===== config.mk =====
export PLATFORM = sky130hd
export DESIGN_NAME = serial_popcount_rx
export DESIGN_NICKNAME = d
export VERILOG_FILES = /design/src/rtl/serial_popcount_rx.sv
export SDC_FILE = /design/constraint.sdc
export NUM_CORES = 1
export LEC_CHECK = 0
export BUFFER_PORTS_ARGS = -buffer_cell sky130_fd_sc_hd__clkbuf_2
export CORE_MARGIN = 2
export CORE_UTILIZATION = 45
export CTS_CLUSTER_SIZE = 10
export DETAILED_ROUTE_END_ITERATION = 10
export PLACE_DENSITY = 0.76
export SLEW_MARGIN = 10
export SYNTH_ARGS = -nofsm -noshare
export SYNTH_HDL_FRONTEND = slang
export SYNTH_SLANG_ARGS = --single-unit

===== constraint.sdc =====
create_clock -name clk -period 2.12 [get_ports clk]
set_clock_uncertainty 0.1 [all_clocks]
set_input_delay 0.106 -clock clk [delete_from_list [all_inputs] [get_ports clk]]
set_output_delay 0.106 -clock clk [all_outputs]
set_load 0.1 [all_outputs]

===== src/rtl/serial_popcount_rx.sv =====
// Serial-in receiver for the counting-ones datapath.
// Rebuilds a WIDTH-bit word sent LSB first and counts its ones on the fly,
// then presents word and count together with a one-cycle done pulse.
module serial_popcount_rx #(
  parameter int WIDTH = 8,
  parameter int CNT_W = 4
) (
  input  logic             clk,
  input  logic             rst_n,
  input  logic             start,
  input  logic             sin,
  input  logic             sin_valid,
  output logic             busy,
  output logic             done,
  output logic [WIDTH-1:0] data_out,
  output logic [CNT_W-1:0] ones
);

  localparam int IDX_W = $clog2(WIDTH);

  typedef enum logic [1:0] {
    IDLE  = 2'd0,
    SHIFT = 2'd1,
    DONE  = 2'd2
  } state_t;

  state_t           state;
  state_t           next_state;
  logic [WIDTH-1:0] sreg;
  logic [CNT_W-1:0] acc;
  logic [IDX_W-1:0] idx;
  logic [WIDTH-1:0] shifted;
  logic [CNT_W-1:0] acc_next;
  logic             take_bit;
  logic             last_bit;

  assign take_bit = (state == SHIFT) && sin_valid;
  assign last_bit = take_bit && (idx == IDX_W'(WIDTH - 1));
  assign shifted  = {sin, sreg[WIDTH-1:1]};
  assign acc_next = acc + CNT_W'(sin);

  // State register; reset drops any frame in flight back to IDLE.
  always_ff @(posedge clk or negedge rst_n) begin
    if (!rst_n) state <= IDLE;
    else        state <= next_state;
  end

  // Next-state logic: start only counts in IDLE, DONE always lasts one cycle.
  always_comb begin
    next_state = state;
    case (state)
      IDLE:    if (start) next_state = SHIFT;
      SHIFT:   if (last_bit) next_state = DONE;
      DONE:    next_state = IDLE;
      default: next_state = IDLE;
    endcase
  end

  // Moore outputs decoded purely from the state register.
  always_comb begin
    busy = 1'b0;
    done = 1'b0;
    case (state)
      SHIFT:   busy = 1'b1;
      DONE: begin
        busy = 1'b1;
        done = 1'b1;
      end
      default: ;
    endcase
  end

  // Datapath: clear on frame start, shift/count on each valid bit, publish on the last one.
  always_ff @(posedge clk or negedge rst_n) begin
    if (!rst_n) begin
      sreg     <= '0;
      acc      <= '0;
      idx      <= '0;
      data_out <= '0;
      ones     <= '0;
    end else if (state == IDLE && start) begin
      sreg <= '0;
      acc  <= '0;
      idx  <= '0;
    end else if (take_bit) begin
      sreg <= shifted;
      acc  <= acc_next;
      idx  <= idx + 1'b1;
      if (last_bit) begin
        data_out <= shifted;
        ones     <= acc_next;
      end
    end
  end

endmodule


# Yosys cells after proc, flatten, opt, wreduce, memory -nomap -nowiden
# Cells that the tools add are included.
word_totals:
  latch_bits: 0
  inputBits: 5
  ram_bits: 0
  out_inout_bits: 14
  wordCells: 33
  n_memories: 0
  reg_bits: 29
  romBits: 0
op_classes:
  reduce_logical: 8
  mux: 11
  mul: 0
  add_sub_neg: 2
  n_bitwise: 1
  div_mod_pow: 0
  eq_ne: 5
  shift: 0
  n_lt_le_gt_ge: 0
ops:
  columns: ["operator", "n"]
  rows:
  - ["two-way mux 8 bit", 2]
  - ["two-way mux 4 bit", 2]
  - ["two-way mux 3 bit", 2]
  - ["adder 4 x 1 -> 4 bit", 1]
  - ["two-way mux 2 bit", 2]
  - ["inequality test 2 bit (second input constant)", 2]
  - ["case mux 2 bit (2 select lines)", 1]
  - ["adder 3 x 1 -> 3 bit (second input constant)", 1]
  - ["equality test 3 bit (second input constant)", 1]
  - ["logical AND 1 bit", 3]
  - ["AND reduction 3 bit", 1]
  - ["equality test 2 x 1 -> 1 bit (second input constant)", 1]
  - ["equality test 2 bit (second input constant)", 1]
  - ["zero test 2 bit", 1]
  - ["two-way mux 1 bit", 2]
  - ["AND reduction 2 bit", 1]
  - ["nonzero test 2 bit", 1]
  - ["OR reduction 2 bit", 1]
  - ["inverter 1 bit", 1]

# Depth between registers and ports, before layout
depth:
  ltp_word: 5
  ltp_mapped: 6
  mapped_depth_nobuf: 5

# Worst setup path after synthesis
# Ideal clock, no wire load.
synth_path:
  path_type: "register -> register"
  startpoint: "reg state[1]"
  endpoint: "reg data_out[0]"
  stages_incl_launch_ff: 7
  setup_time_ns: 0.125
  n_path_buf: 1
  t_arrival_ns: 1.351
  period_less_slack_ns: 1.576
  setup_slack_ns: 0.544
  required_time_ns: 1.895
  path_cell_list: "dfrtp_1 > inv_1 > ha_1 > and2_4 > nand3_4 > buf_6 > mux2_4"
synth_via:
  elab_chain_cells: 4
  elab_cells_between_ends: 7
  cone_classes: "1 x eq/ne; 1 x bitwise; 5 x reduce/logical"
synth_lines:
  columns: ["element", "line_no", "rtl"]
  rows:
  - ["start: declaration", "27", "state_t state;"]
  - ["start signal: assignment", "45", "else state <= next_state;"]
  - ["equality test 2 x 1 -> 1 bit or zero test 2 bit (tied branches)", "37, 81", null]
  - ["logical AND 1 bit, on equally long branches", "37, 81", null]
  - ["logical AND 1 bit or inverter 1 bit (tied branches)", null, null]
  - ["AND reduction 3 bit (no line) *", null, null]
  - ["end signal: assignment", "90", "data_out <= shifted;"]
  - ["end: declaration", "15", "output logic [WIDTH-1:0] data_out,"]
# Every way passes the cells marked *; elsewhere a longest branch is shown, timed or not.
# A chain may end at the register's enable or synchronous reset.

# Final worst setup path
layout_path:
  startpoint: "reg state[0]"
  endpoint: "out busy"
layout_via:
  elab_chain_cells: 3
  elab_cells_between_ends: 4
  cone_classes: "2 x eq/ne; 1 x mux; 1 x reduce/logical"
layout_lines:
  columns: ["element", "line_no", "rtl"]
  rows:
  - ["equality test 2 x 1 -> 1 bit or equality test 2 bit (tied branches)", "63", "case (state)"]
  - ["OR reduction 2 bit (no line) *", null, null]
  - ["two-way mux 1 bit *", "63", null]
  - ["end: declaration", "13", "output logic busy,"]
# Marks and branches as above.

==> results by group <==
Critical path
  • WP buf/inv: 2
  • Crit-path leading delay family: buffers and inverters
  • CP Cell Sequence: inv_1 -> ha_1 -> clkbuf_2
  • CP Class: register to output port
  • CP max stage cell: clkbuf_2
  • Critical Path RT: 1910 ps
  • Arr. time, crit path: 1560 ps
  • Critical Path Max Stage Delay: 440 ps
  • Critical path peak fanout: 4
  • Critical Path Start Type: register
  • Crit. End Element: output port

Global routing
  • Vias in the first global route: 757
  • First-pass GRT wire length: 3.54 mm
  • GRT overflow: 0
  • Total track usage: 14.5%
  • Initial antenna violation count: 0
  • Largest net degree at the start of global routing: 29

Final layout
  • Share of cells above drive strength 1: 36.8%
  • Ant. Diodes: 0
  • Final core utilization: 53.4%
  • Nets@finish: 121
  • Number of fill cells: 235
  • Design Area, Final: 0.00145 mm²
  • Area growth, synth to finish: 15.2%

Placed design
  • Placer congestion estimate: 0.810
  • DP HPWL: 1.48 mm
  • Placed Area: 0.00136 mm²
  • Port Buffer Count: 18

Clock network
  • CTS tree: built
  • Root buf cell: clkbuf_4
  • Clock buffer count from CTS: 3
  • Clock buffer depth: 2
  • Clk Latency, worst-skew pair: 330 ps
  • CTS H-tree lvls: 1
  • Clk sinks: 28
  • Clock transition at path regs: 140 ps

Floorplanning
  • FP Rows: 19
  • IO Pins: 19
  • DIE HEIGHT: 56.8 µm
  • Chip width: 56.8 µm
  • DIE AREA: 0.00323 mm²
  • Initial Util: 46.4%
  • Placeable Area: 0.00271 mm²

Flow run
  • Maxcap violations: 0

Logic synthesis
  • Register area share after synthesis: 55.8%
  • Post-synth top flop: dfrtp_1
  • Synthesized flop and latch total: 28
  • Post-synth EDFFs: 0
  • Syn. warnings: 0
  • Post-synthesis cell count: 84
  • Yosys cell types: 18
  • Mapped cell area: 0.00126 mm²
  • Async S/R FF share, synth: 100%
  • Post-synth top area cell: dfrtp_1
  • Top cells by area, synth: dfrtp_1 56%, mux2_4 12%, ha_1 9.0%
  • Top-area cell type share of the netlist area: 55.8%
  • Syn Nets: 98
  • Syn Area/Cell: 15.0 µm²

STA
  • Final-report hold violation count: 0
  • Worst Tran Pin Value: 674 ps
  • Final setup viols: 0
  • Hold WS: 72.4 ps
  • Max-slew violation count: 0
  • Fin crit share: 83.5%
  • Setup TNS: 0 ps
  • FMAX: 0.565 GHz
  • Final min period: 1770 ps
  • RSZ-0062 raised after global routing: no
  • Slew headroom: 55.0%

Detailed routing
  • Final wirelength: 2.08 mm
  • DRC errors left: 0
  • Total vias in the final route: 731
  • Routed wire length per instance: 15.2 µm
  • Vias per cell: 5.34
  • Drt initial violations: 2
  • ANT nets after route: 0
  • DR pass1 iterations: 3

Power
  • Power Dens Cells: 1100 mW/mm²
  • Worst vdd ir: 1170 µV
  • Pleak: 0.783 nW

Worst hold path
  • Hold Path Class: input pin to register

Run status
  • Status: finished clean
## stage by stage
| step | power [mW] | worst slack, ps | std cells |
|---|---|---|---|
| 3_5_place_dp | 1.26 | 144 | 130 |
| 6_report | 1.60 | 350 | 137 |
| 5_1_grt | 1.70 | 233 | 137 |
| 2_1_floorplan | 1.17 | 544 | 84 |
| 4_1_cts | 1.61 | 116 | 137 |
| 3_3_place_gp | 1.22 | 262 | 130 |
## worst register-to-register path, stage by stage, from the launching register on
cell     delay [ps]
dfrtp_1         420
inv_1           130
ha_1            270
nand2_1         130
nand3_4         230
mux2_2          380
## cells in the final DEF, fill, tap and decap left out, drive strengths merged
cell	instances
a21oi	4
a22o	12
and2	2
bufinv	1
clkbuf	21
dfrtp	28
dlygate4sd3	3
ha	9
inv	2
mux2	14
nand2	2
nand3	3
nor2b	1
xnor2	2
xor2	2
## state kept, by name, indices dropped and copies added, names as in the netlist
register	count
data_out	8
idx	3
acc	4
sreg	7
ones	4
state	2
## per-layer routing
layer / up-vias / routed length (µm) / GRT usage, %
met5: - / 0 / 0
met1: 364 / 940 / 18.7
li1: 346 / - / -
met3: 5 / 80 / 5.07
met4: 0 / 21 / 3.99
met2: 16 / 1040 / 23.3
## final cells by class
type                            instances  area (µm²)  share of cell area [%]
Sequential cell                        28         701                    48.4
Multi-Input combinational cell         51         528                    36.5
Clock buffer                            3        22.5                    1.56
Inverter                                2        7.51                   0.519
Tap cell                               31        38.8                    2.68
Timing Repair Buffer                   21         120                    8.30
Clock inverter                          1        30.0                    2.07
## report_power, final
group          internal (mW)  switching [mW]  total (mW)
clock network          0.191           0.157       0.349
registers              0.612          0.0626       0.675
logic                  0.175           0.399       0.574
total                  0.978           0.619        1.60
## path summary, 6_finish.rpt
check / startpoint / endpoint / slack [ps] / depth (start not counted)
max in group asynchronous: rst_n / data_out[7]$_DFFE_PN0P_ / 1270 / 2
worst min register to register: data_out[3]$_DFFE_PN0P_ / data_out[3]$_DFFE_PN0P_ / 430 / 1
worst max-delay path: state[0]$_DFFE_PN0P_ / busy / 350 / 3
min in group asynchronous: rst_n / data_out[0]$_DFFE_PN0P_ / 230 / 2
worst max register to register: state[1]$_DFFE_PN0P_ / ones[1]$_DFFE_PN0P_ / 370 / 5
worst min-delay path: sin_valid / acc[2]$_DFFE_PN0P_ / 70 / 4
## synthesized netlist by cell type (2+ instances only)
master    n
a21oi_1   4
a22o_1   12
dfrtp_1  28
ha_1      9
inv_1     2
mux2_2    4
mux2_4   10
nand2_1   2
nand3_1   2
xnor2_1   2
xor2_1    2
## logic make-up (layout without fill, tap and decap cells)
logic type / count (synthesis) / after routing / synth area share (%)
XOR/XNOR: 4 / 4 / 2.79
buffers and inverters: 5 / 27 / 2.49
multiplexers: 14 / 14 / 15.5
AO/OA/AOI/OAI: 16 / 16 / 9.96
flip-flops: 28 / 28 / 55.8
AND/OR/NAND/NOR: 8 / 8 / 4.48
adder cells (fa/ha/maj): 9 / 9 / 8.96
## what timing repair did
item	4_1_cts	5_1_grt
endpoints found under the setup margin	0	12
gates resized for setup	0	1
endpoints found under the hold margin	32	0
hold buffers	3	0
setup buffers	0	0
Note: power is estimated with default switching activity, not from simulation.
